--- src/rtl/npu_pkg.sv ---
// Shared constants and types for the NPU MAC engine: host address map,
// command/config bit positions, sequencer states and the config register layout.
package npu_pkg;

    localparam logic [2:0] SEL_WIN   = 3'd1;
    localparam logic [2:0] SEL_WGT   = 3'd2;
    localparam logic [2:0] SEL_CFG   = 3'd3;
    localparam logic [2:0] SEL_CMD   = 3'd4;
    localparam logic [2:0] SEL_STAT  = 3'd5;
    localparam logic [2:0] SEL_POP   = 3'd6;
    localparam logic [2:0] SEL_CFGRD = 3'd7;

    localparam int CMD_START   = 0;
    localparam int CMD_FLUSH   = 1;
    localparam int CMD_CLR_ERR = 2;

    localparam int CFG_RELU  = 0;
    localparam int CFG_XSIGN = 1;
    localparam int CFG_SHIFT = 2;

    typedef enum logic [1:0] {
        S_IDLE  = 2'd0,
        S_RUN   = 2'd1,
        S_DRAIN = 2'd2,
        S_DONE  = 2'd3
    } state_e;

    typedef struct packed {
        logic [4:0] shift;
        logic       x_signed;
        logic       relu_en;
    } cfg_t;

endpackage

--- src/rtl/npu_res_fifo.sv ---
// Result FIFO: synchronous, power-of-two DEPTH, combinational head (dout) with registered pointers.
// Latency: a push is visible in count/dout after the writing edge; a pop advances the head on its edge.
// Backpressure: push when full and pop when empty are dropped; clr empties the queue at once.
module npu_res_fifo #(
    parameter int DEPTH = 8,
    parameter int W     = 32
) (
    input  logic                     clk,
    input  logic                     rst_ni,
    input  logic                     clr,
    input  logic                     push,
    input  logic                     pop,
    input  logic [W-1:0]             din,
    output logic [W-1:0]             dout,
    output logic [$clog2(DEPTH):0]   count,
    output logic                     full,
    output logic                     empty
);
    localparam int AW = $clog2(DEPTH);
    localparam logic [AW:0] DEPTH_C = (AW+1)'(DEPTH);

    logic [W-1:0] mem [DEPTH];
    logic [AW:0]  wr_ptr;
    logic [AW:0]  rd_ptr;
    logic         do_push;
    logic         do_pop;

    // Pointers carry one extra wrap bit so full and empty stay distinguishable.
    assign count   = wr_ptr - rd_ptr;
    assign full    = (count == DEPTH_C);
    assign empty   = (count == '0);
    assign do_push = push && !full;
    assign do_pop  = pop && !empty;
    assign dout    = mem[rd_ptr[AW-1:0]];

    always_ff @(posedge clk or negedge rst_ni) begin
        if (!rst_ni) begin
            wr_ptr <= '0;
            rd_ptr <= '0;
        end else if (clr) begin
            wr_ptr <= '0;
            rd_ptr <= '0;
        end else begin
            if (do_push) wr_ptr <= wr_ptr + 1'b1;
            if (do_pop)  rd_ptr <= rd_ptr + 1'b1;
        end
    end

    always_ff @(posedge clk) begin
        if (do_push) mem[wr_ptr[AW-1:0]] <= din;
    end

endmodule

--- src/rtl/npu_mac_array.sv ---
// Multi-channel MAC engine: host-loaded window/weights, self-sequenced tap loop, requantised results into a FIFO.
// Latency: start at edge 0 gives done at edge TAPS+NUM_PE+1; host reads return data the cycle after the request.
// Backpressure: a start is admitted only with NUM_PE free FIFO slots, so DRAIN never stalls; a rejected start sets err[2].
module npu_mac_array
    import npu_pkg::*;
#(
    parameter int K_H        = 3,
    parameter int K_W        = 3,
    parameter int NUM_PE     = 4,
    parameter int DW         = 8,
    parameter int ACC_W      = 24,
    parameter int FIFO_DEPTH = 8
) (
    input  logic        clk,
    input  logic        rst_ni,
    input  logic        ena,
    input  logic        wea,
    input  logic [15:0] addra,
    input  logic [31:0] dina,
    output logic [31:0] douta
);
    localparam int TAPS = K_H * K_W;
    localparam int TW   = (TAPS > 1) ? $clog2(TAPS) : 1;
    localparam int PW   = (NUM_PE > 1) ? $clog2(NUM_PE) : 1;
    localparam int FAW  = $clog2(FIFO_DEPTH);
    localparam int PRW  = 2 * DW + 1;
    localparam logic [TW-1:0] LAST_TAP  = TW'(TAPS - 1);
    localparam logic [PW-1:0] LAST_PE   = PW'(NUM_PE - 1);
    localparam logic [FAW:0]  START_LIM = (FAW+1)'(FIFO_DEPTH - NUM_PE);

    if (ACC_W < 2 * DW + 1 + $clog2(TAPS) || TAPS > 64 || NUM_PE > 16 || DW > 8 ||
        FIFO_DEPTH < NUM_PE || FIFO_DEPTH < 2 || (FIFO_DEPTH & (FIFO_DEPTH - 1)) != 0) begin : g_param_chk
        $error("npu_mac_array: illegal parameter combination");
    end

    logic [2:0]   sel;
    logic [3:0]   pe_idx;
    logic [7:0]   word;
    logic         wr_en, rd_en, busy, load_sel, load_ok, load_err;
    logic         cmd_wr, flush, start_idle, start_ok, start_rej, pop_req, pop_err;
    logic         addr_unused;
    state_e       state;
    cfg_t         cfg;
    logic         done;
    logic [3:1]   err;
    logic [TW-1:0] tap_cnt;
    logic [PW-1:0] pe_cnt;
    logic [DW-1:0] x_buf [TAPS];
    logic [DW-1:0] w_buf [NUM_PE][TAPS];
    logic [DW-1:0] x_cur;
    logic signed [DW:0] x_ext;
    logic [31:0]  lane_res [NUM_PE];
    logic         fifo_push, fifo_pop, fifo_full, fifo_empty;
    logic [31:0]  fifo_dout;
    logic [FAW:0] fifo_count;

    assign sel         = addra[14:12];
    assign pe_idx      = addra[11:8];
    assign word        = addra[7:0];
    assign addr_unused = addra[15];
    assign wr_en       = ena && wea;
    assign rd_en       = ena && !wea;
    assign busy        = (state != S_IDLE);
    assign load_sel    = (sel == SEL_WIN) || (sel == SEL_WGT) || (sel == SEL_CFG);
    assign load_ok     = wr_en && load_sel && !busy;
    assign load_err    = wr_en && load_sel && busy;
    assign cmd_wr      = wr_en && (sel == SEL_CMD);
    assign flush       = cmd_wr && dina[CMD_FLUSH];
    assign start_idle  = cmd_wr && dina[CMD_START] && !dina[CMD_FLUSH] && !busy;
    assign start_ok    = start_idle && (fifo_count <= START_LIM);
    assign start_rej   = start_idle && !start_ok;
    assign pop_req     = rd_en && (sel == SEL_POP);
    assign fifo_pop    = pop_req && !fifo_empty;
    assign pop_err     = pop_req && fifo_empty;
    assign fifo_push   = (state == S_DRAIN) && !fifo_full && !flush;

    // Byte b of word w carries tap 4w+b; taps past the window simply match no register.
    always_ff @(posedge clk or negedge rst_ni) begin
        if (!rst_ni) begin
            for (int t = 0; t < TAPS; t++) begin
                x_buf[t] <= '0;
                for (int p = 0; p < NUM_PE; p++) w_buf[p][t] <= '0;
            end
        end else if (load_ok) begin
            for (int t = 0; t < TAPS; t++) begin
                if (sel == SEL_WIN && word == 8'(t / 4)) x_buf[t] <= dina[(t % 4) * 8 +: DW];
                for (int p = 0; p < NUM_PE; p++) begin
                    if (sel == SEL_WGT && pe_idx == 4'(p) && word == 8'(t / 4))
                        w_buf[p][t] <= dina[(t % 4) * 8 +: DW];
                end
            end
        end
    end

    always_ff @(posedge clk or negedge rst_ni) begin
        if (!rst_ni) begin
            cfg <= '0;
        end else if (load_ok && sel == SEL_CFG) begin
            cfg <= '{shift: dina[CFG_SHIFT +: 5], x_signed: dina[CFG_XSIGN], relu_en: dina[CFG_RELU]};
        end
    end

    always_ff @(posedge clk or negedge rst_ni) begin
        if (!rst_ni) begin
            state   <= S_IDLE;
            tap_cnt <= '0;
            pe_cnt  <= '0;
            done    <= 1'b0;
        end else if (flush) begin
            state   <= S_IDLE;
            tap_cnt <= '0;
            pe_cnt  <= '0;
            done    <= 1'b0;
        end else begin
            case (state)
                S_IDLE: if (start_ok) begin
                    state   <= S_RUN;
                    tap_cnt <= '0;
                    done    <= 1'b0;
                end
                S_RUN: begin
                    tap_cnt <= tap_cnt + 1'b1;
                    if (tap_cnt == LAST_TAP) begin
                        state  <= S_DRAIN;
                        pe_cnt <= '0;
                    end
                end
                S_DRAIN: begin
                    pe_cnt <= pe_cnt + 1'b1;
                    if (pe_cnt == LAST_PE) state <= S_DONE;
                end
                S_DONE: begin
                    state <= S_IDLE;
                    done  <= 1'b1;
                end
                default: state <= S_IDLE;
            endcase
        end
    end

    always_ff @(posedge clk or negedge rst_ni) begin
        if (!rst_ni) begin
            err <= '0;
        end else if (cmd_wr && dina[CMD_CLR_ERR]) begin
            err <= {pop_err, start_rej, load_err};
        end else begin
            err <= err | {pop_err, start_rej, load_err};
        end
    end

    assign x_cur = x_buf[tap_cnt];
    assign x_ext = {cfg.x_signed & x_cur[DW-1], x_cur};

    for (genvar p = 0; p < NUM_PE; p++) begin : g_lane
        logic signed [DW-1:0]    w_cur;
        logic signed [PRW-1:0]   prod;
        logic signed [ACC_W-1:0] acc;
        logic signed [ACC_W-1:0] acc_sh;

        assign w_cur = w_buf[p][tap_cnt];
        assign prod  = PRW'(x_ext) * PRW'(w_cur);

        always_ff @(posedge clk or negedge rst_ni) begin
            if (!rst_ni) begin
                acc <= '0;
            end else if (flush || start_ok) begin
                acc <= '0;
            end else if (state == S_RUN) begin
                acc <= acc + ACC_W'(prod);
            end
        end

        assign acc_sh      = acc >>> cfg.shift;
        assign lane_res[p] = (cfg.relu_en && acc[ACC_W-1]) ? 32'd0 : 32'(acc_sh);
    end

    npu_res_fifo #(
        .DEPTH (FIFO_DEPTH),
        .W     (32)
    ) u_res_fifo (
        .clk    (clk),
        .rst_ni (rst_ni),
        .clr    (flush),
        .push   (fifo_push),
        .pop    (fifo_pop),
        .din    (lane_res[pe_cnt]),
        .dout   (fifo_dout),
        .count  (fifo_count),
        .full   (fifo_full),
        .empty  (fifo_empty)
    );

    always_ff @(posedge clk or negedge rst_ni) begin
        if (!rst_ni) begin
            douta <= '0;
        end else if (rd_en) begin
            case (sel)
                SEL_STAT:  douta <= {16'd0, 8'(fifo_count), 3'd0, err, done, busy};
                SEL_POP:   douta <= fifo_empty ? 32'd0 : fifo_dout;
                SEL_CFGRD: douta <= {25'd0, cfg};
                default:   douta <= '0;
            endcase
        end
    end

endmodule

--- config.mk ---
export PLATFORM = sky130hd
export DESIGN_NAME = npu_mac_array
export DESIGN_NICKNAME = d
export VERILOG_FILES = /design/src/rtl/npu_pkg.sv /design/src/rtl/npu_res_fifo.sv /design/src/rtl/npu_mac_array.sv
export SDC_FILE = /design/constraint.sdc
export NUM_CORES = 2
export LEC_CHECK = 0
export ABC_AREA = 1
export CORE_UTILIZATION = 42
export DETAILED_ROUTE_END_ITERATION = 12
export PLACE_DENSITY_LB_ADDON = 0.12
export SLEW_MARGIN = 20
export SYNTH_ARGS = -nofsm -noshare
export SYNTH_HDL_FRONTEND = slang
export SYNTH_SLANG_ARGS = --single-unit
--- constraint.sdc ---
create_clock -name clk -period 6 [get_ports clk]
set_input_delay 1.2 -clock clk [delete_from_list [all_inputs] [get_ports clk]]
set_output_delay 1.2 -clock clk [all_outputs]
set_load 0.01 [all_outputs]
==> run summary <==
The flow ran to the end, but the final reports show violations. The checks that failed: setup timing. For the number of warning messages in the yosys log, the log shows 0. The width of the die is 357 µm, and the final non-filler cell total is 8532.

Once placement completed, the tool counted placed cells totaling 8344. The clock latency on the worst-skew pair was 0.70 ns; the number of global-route vias before repair was 45005. The tools report the wire length of the first global-routing pass as 260000 µm. Power density over cell area: 573 nW/µm². The largest single stage delay on the critical path is 0.56 ns. The post-layout minimum cycle time works out to 6.00 ns.

Synthesized area divided by synthesized cell count: 8.15 µm². Across the whole layout, storage elements account for 18500 µm². The area taken by multi-input logic gates was 31500 µm²; the finished layout cell area was 63000 µm².

The run gives 50 as the number of library cell types mapped by synthesis. For this run, design rule violations remaining after detail routing come to 0. The cell leakage power is 31.1 nW. Detailed placement finished with a half-perimeter wire length of 119000 µm. The largest net degree at the start of global routing was 123; the number of buffers created by CTS was 84. For the number of failing hold endpoints at the final stage, the log shows 0.

For the starting utilization of the core area, the log shows 0.426. The die span in y is 357 µm, and the length in cells of the worst reg-to-reg path is 28. Number of filler cells placed in the layout: 12018.

The maximum frequency from static timing analysis was 167 MHz; the number of buffer cells added on primary ports was 82. The primary flip-flop cell chosen by synthesis mapping is sky130_fd_sc_hd__dfrtp_1. Clock-pin slew was measured on the worst setup and hold paths at 0.06 ns. Register bit total from synthesis: 699.

Mean number of vias per cell: 5.31. The aggregate routed wire length was 165000 µm; the number of iterations in the first detailed-routing pass was 7. By instance count, the cell type seen most on the critical path is sky130_fd_sc_hd__nand2_1. Across the VDD grid, the largest voltage drop is 0.000418 V. The number of antenna violations at the first check in global routing is 4.

After detailed routing, the average wire length per cell comes to 19.4 µm. The fraction of registers with async set/reset was 0.725. Setup repair after global routing could not meet its margin everywhere.

The cell with the largest stage delay on the worst path was sky130_fd_sc_hd__fa_2. The via count of the routed design was 45291. Global routing finished with a remaining overflow of 0. For the final routed database, the setup TNS stands at -0.00389 ns. The number of synthesized flops with an enable pin was 192. The count of endpoints failing setup in the final report is 1, and the number of nets in the layout is 7540.

The critical path arrival is 6.55 ns, and the pin slew with the least headroom to its limit is 1.10 ns. The die covers 128000 µm². In this run the deepest clock path goes through 3 buffers. TritonCTS built the clock tree. met2 is the most crowded layer. Global-route track usage on met2: 0.412. The number of pins exceeding their max-slew limit in the final report was 0. Required time of the critical path: 6.55 ns. 84 I/O pins were placed. The growth of design area from synthesis to finish came out at 18.8%. Across the routed clock network, the largest skew measured is 0.0514 ns. The min-delay analysis places its worst path in the category in2async. Root buffer cell: sky130_fd_sc_hd__clkbuf_16. The global routing usage on met1 came out at 0.374.

Timing analysis after detailed placement gives a worst setup slack of -0.272 ns. Routability-driven placement finished with a final weighted congestion of 0.950. The detailed router finished its first iteration with 3840 violations.

The logs give 0.268 for the worst slew slack as a fraction of its limit and 6504 for the post-synthesis instance total. The run gives 124000 µm² as the area of the core. The area of the mapped netlist is 53000 µm². The tools report the kind of end point of the critical path as a flip-flop. The tools report the post-synthesis sequential area ratio as 0.348. The final worst-path cycle share is 1.00, and the H-tree depth reported by CTS is 3. The fraction of layout instances using a drive strength above 1 was 0.138; the number of antenna-violating nets in the routed design was 0.

The run gives 0 as the max capacitance violation total. The kind of start point of the critical path is a flip-flop. The clock net in this run drives a total of 699 sinks. Category of the critical setup timing path: reg2reg.

The number of placement rows was 129. 0 antenna diodes ended up in the layout. Across all hold checks on the routed design, the worst slack comes to 0.477 ns.

The post-layout worst setup margin is -0.00389 ns, and the cts-stage hold buffer count is 0. The number of nets produced by synthesis came out at 7213. The met3 track demand over resource in global routing was 0.0445.

The cell area after placement was 58400 µm²; the worst-path maximum fanout was 19. The overall routing resource usage is 0.262.
path summary, 6_finish.rpt:
kind                       slack [ns]                    from                       endpoint
max                            -0.004  tap_cnt[0]$_DFFE_PN0P_  g_lane[1].acc[16]$_DFFE_PN0P_
min                              0.48                  rst_ni          x_buf[27]$_DFFE_PN0P_
max reg2reg                    -0.004  tap_cnt[0]$_DFFE_PN0P_  g_lane[1].acc[16]$_DFFE_PN0P_
min reg2reg                      0.48   douta[10]$_DFFE_PN0P_          douta[10]$_DFFE_PN0P_
max in group asynchronous        4.19                  rst_ni  g_lane[3].acc[23]$_DFFE_PN0P_
min in group clk                 0.48   douta[10]$_DFFE_PN0P_          douta[10]$_DFFE_PN0P_
per-layer routing:
metal | wire [µm] | vias up
met4 | 4000 | 2
li1 | - | 21683
met1 | 76000 | 22232
met5 | 13 | -
met3 | 10800 | 208
met2 | 74400 | 1166
layout make-up:
type                            count  area share
Multi-Input combinational cell   4715       0.501
Sequential cell                   699       0.293
Timing Repair Buffer              576      0.0850
Inverter                          755      0.0454
Clock buffer                      119      0.0374
Tap cell                         1637      0.0325
Clock inverter                     31     0.00564
stage by stage:
| stage | utilization | total power [mW] |
|---|---|---|
| floorplan | - | 19.7 |
| global placement | 0.469 | 28.3 |
| detailed placement | 0.469 | 28.4 |
| CTS | 0.494 | 34.1 |
| global route | 0.506 | 39.2 |
| finish | 0.506 | 36.1 |
synth_stat cells (all sizes together) (30+ instances only):
library cell / count / area share
xnor2: 40 / 0.0066
edfxtp: 192 / 0.11
a21oi: 149 / 0.014
nand3: 495 / 0.047
dfrtp: 507 / 0.24
buf: 195 / 0.020
o211ai: 37 / 0.0053
inv: 753 / 0.053
ha: 228 / 0.054
clkbuf: 140 / 0.010
nor2: 390 / 0.028
nand2: 1887 / 0.14
o21ai: 796 / 0.078
fa: 429 / 0.16
o221ai: 62 / 0.010
o22ai: 30 / 0.0035
critical path: cells and delay by family (launching register included):
kind,cells,cell delay [ns]
AO/OA/AOI/OAI,4,0.65
adder cells (fa/ha/maj),6,2.79
flip-flops,1,0.53
AND/OR/NAND/NOR,9,0.75
buffers and inverters,9,1.10
what timing repair did:
action	CTS	global route
gates cloned	0	3
setup buffers	12	24
pin swaps	14	48
endpoints found under the setup margin	49	65
resized for setup	61	232
layout by cell type, fill, tap and decap left out, types with 97 or more instances in the layout:
cell | Yosys | routed
sky130_fd_sc_hd__edfxtp_1 | 192 | 192
sky130_fd_sc_hd__nand3_1 | 493 | 476
sky130_fd_sc_hd__inv_1 | 722 | 715
sky130_fd_sc_hd__ha_1 | 228 | 170
sky130_fd_sc_hd__fa_1 | 429 | 415
sky130_fd_sc_hd__dfrtp_1 | 507 | 500
sky130_fd_sc_hd__nor2_1 | 385 | 353
sky130_fd_sc_hd__nand2_1 | 1868 | 1846
sky130_fd_sc_hd__a21oi_1 | 149 | 109
sky130_fd_sc_hd__o21ai_0 | 687 | 658
sky130_fd_sc_hd__buf_4 | 37 | 421
sky130_fd_sc_hd__o21ai_1 | 75 | 97
flip-flops by register name, indices dropped and copies added (netlist names):
| signal | cells |
|---|---|
| cfg | 7 |
| done | 1 |
| douta | 24 |
| err | 3 |
| g_lane.acc | 96 |
| pe_cnt | 2 |
| state | 2 |
| tap_cnt | 4 |
| u_res_fifo.mem | 192 |
| u_res_fifo.rd_ptr | 4 |
| u_res_fifo.wr_ptr | 4 |
| w_buf | 288 |
| x_buf | 72 |
logic make-up after synthesis:
family,share of synthesized area
simple gates,0.221
compound gates,0.121
buf+inv,0.0839
flops,0.348
fa+ha+maj,0.216
xor+xnor,0.0102
where the power goes:
group | switching [mW] | leakage (nW) | internal, mW | total (mW)
logic | 14.1 | 21.1 | 10.2 | 24.3
registers | 0.779 | 8.68 | 5.95 | 6.73
clock network | 2.23 | 1.31 | 2.82 | 5.05
Power figures use the tool's default switching activity.
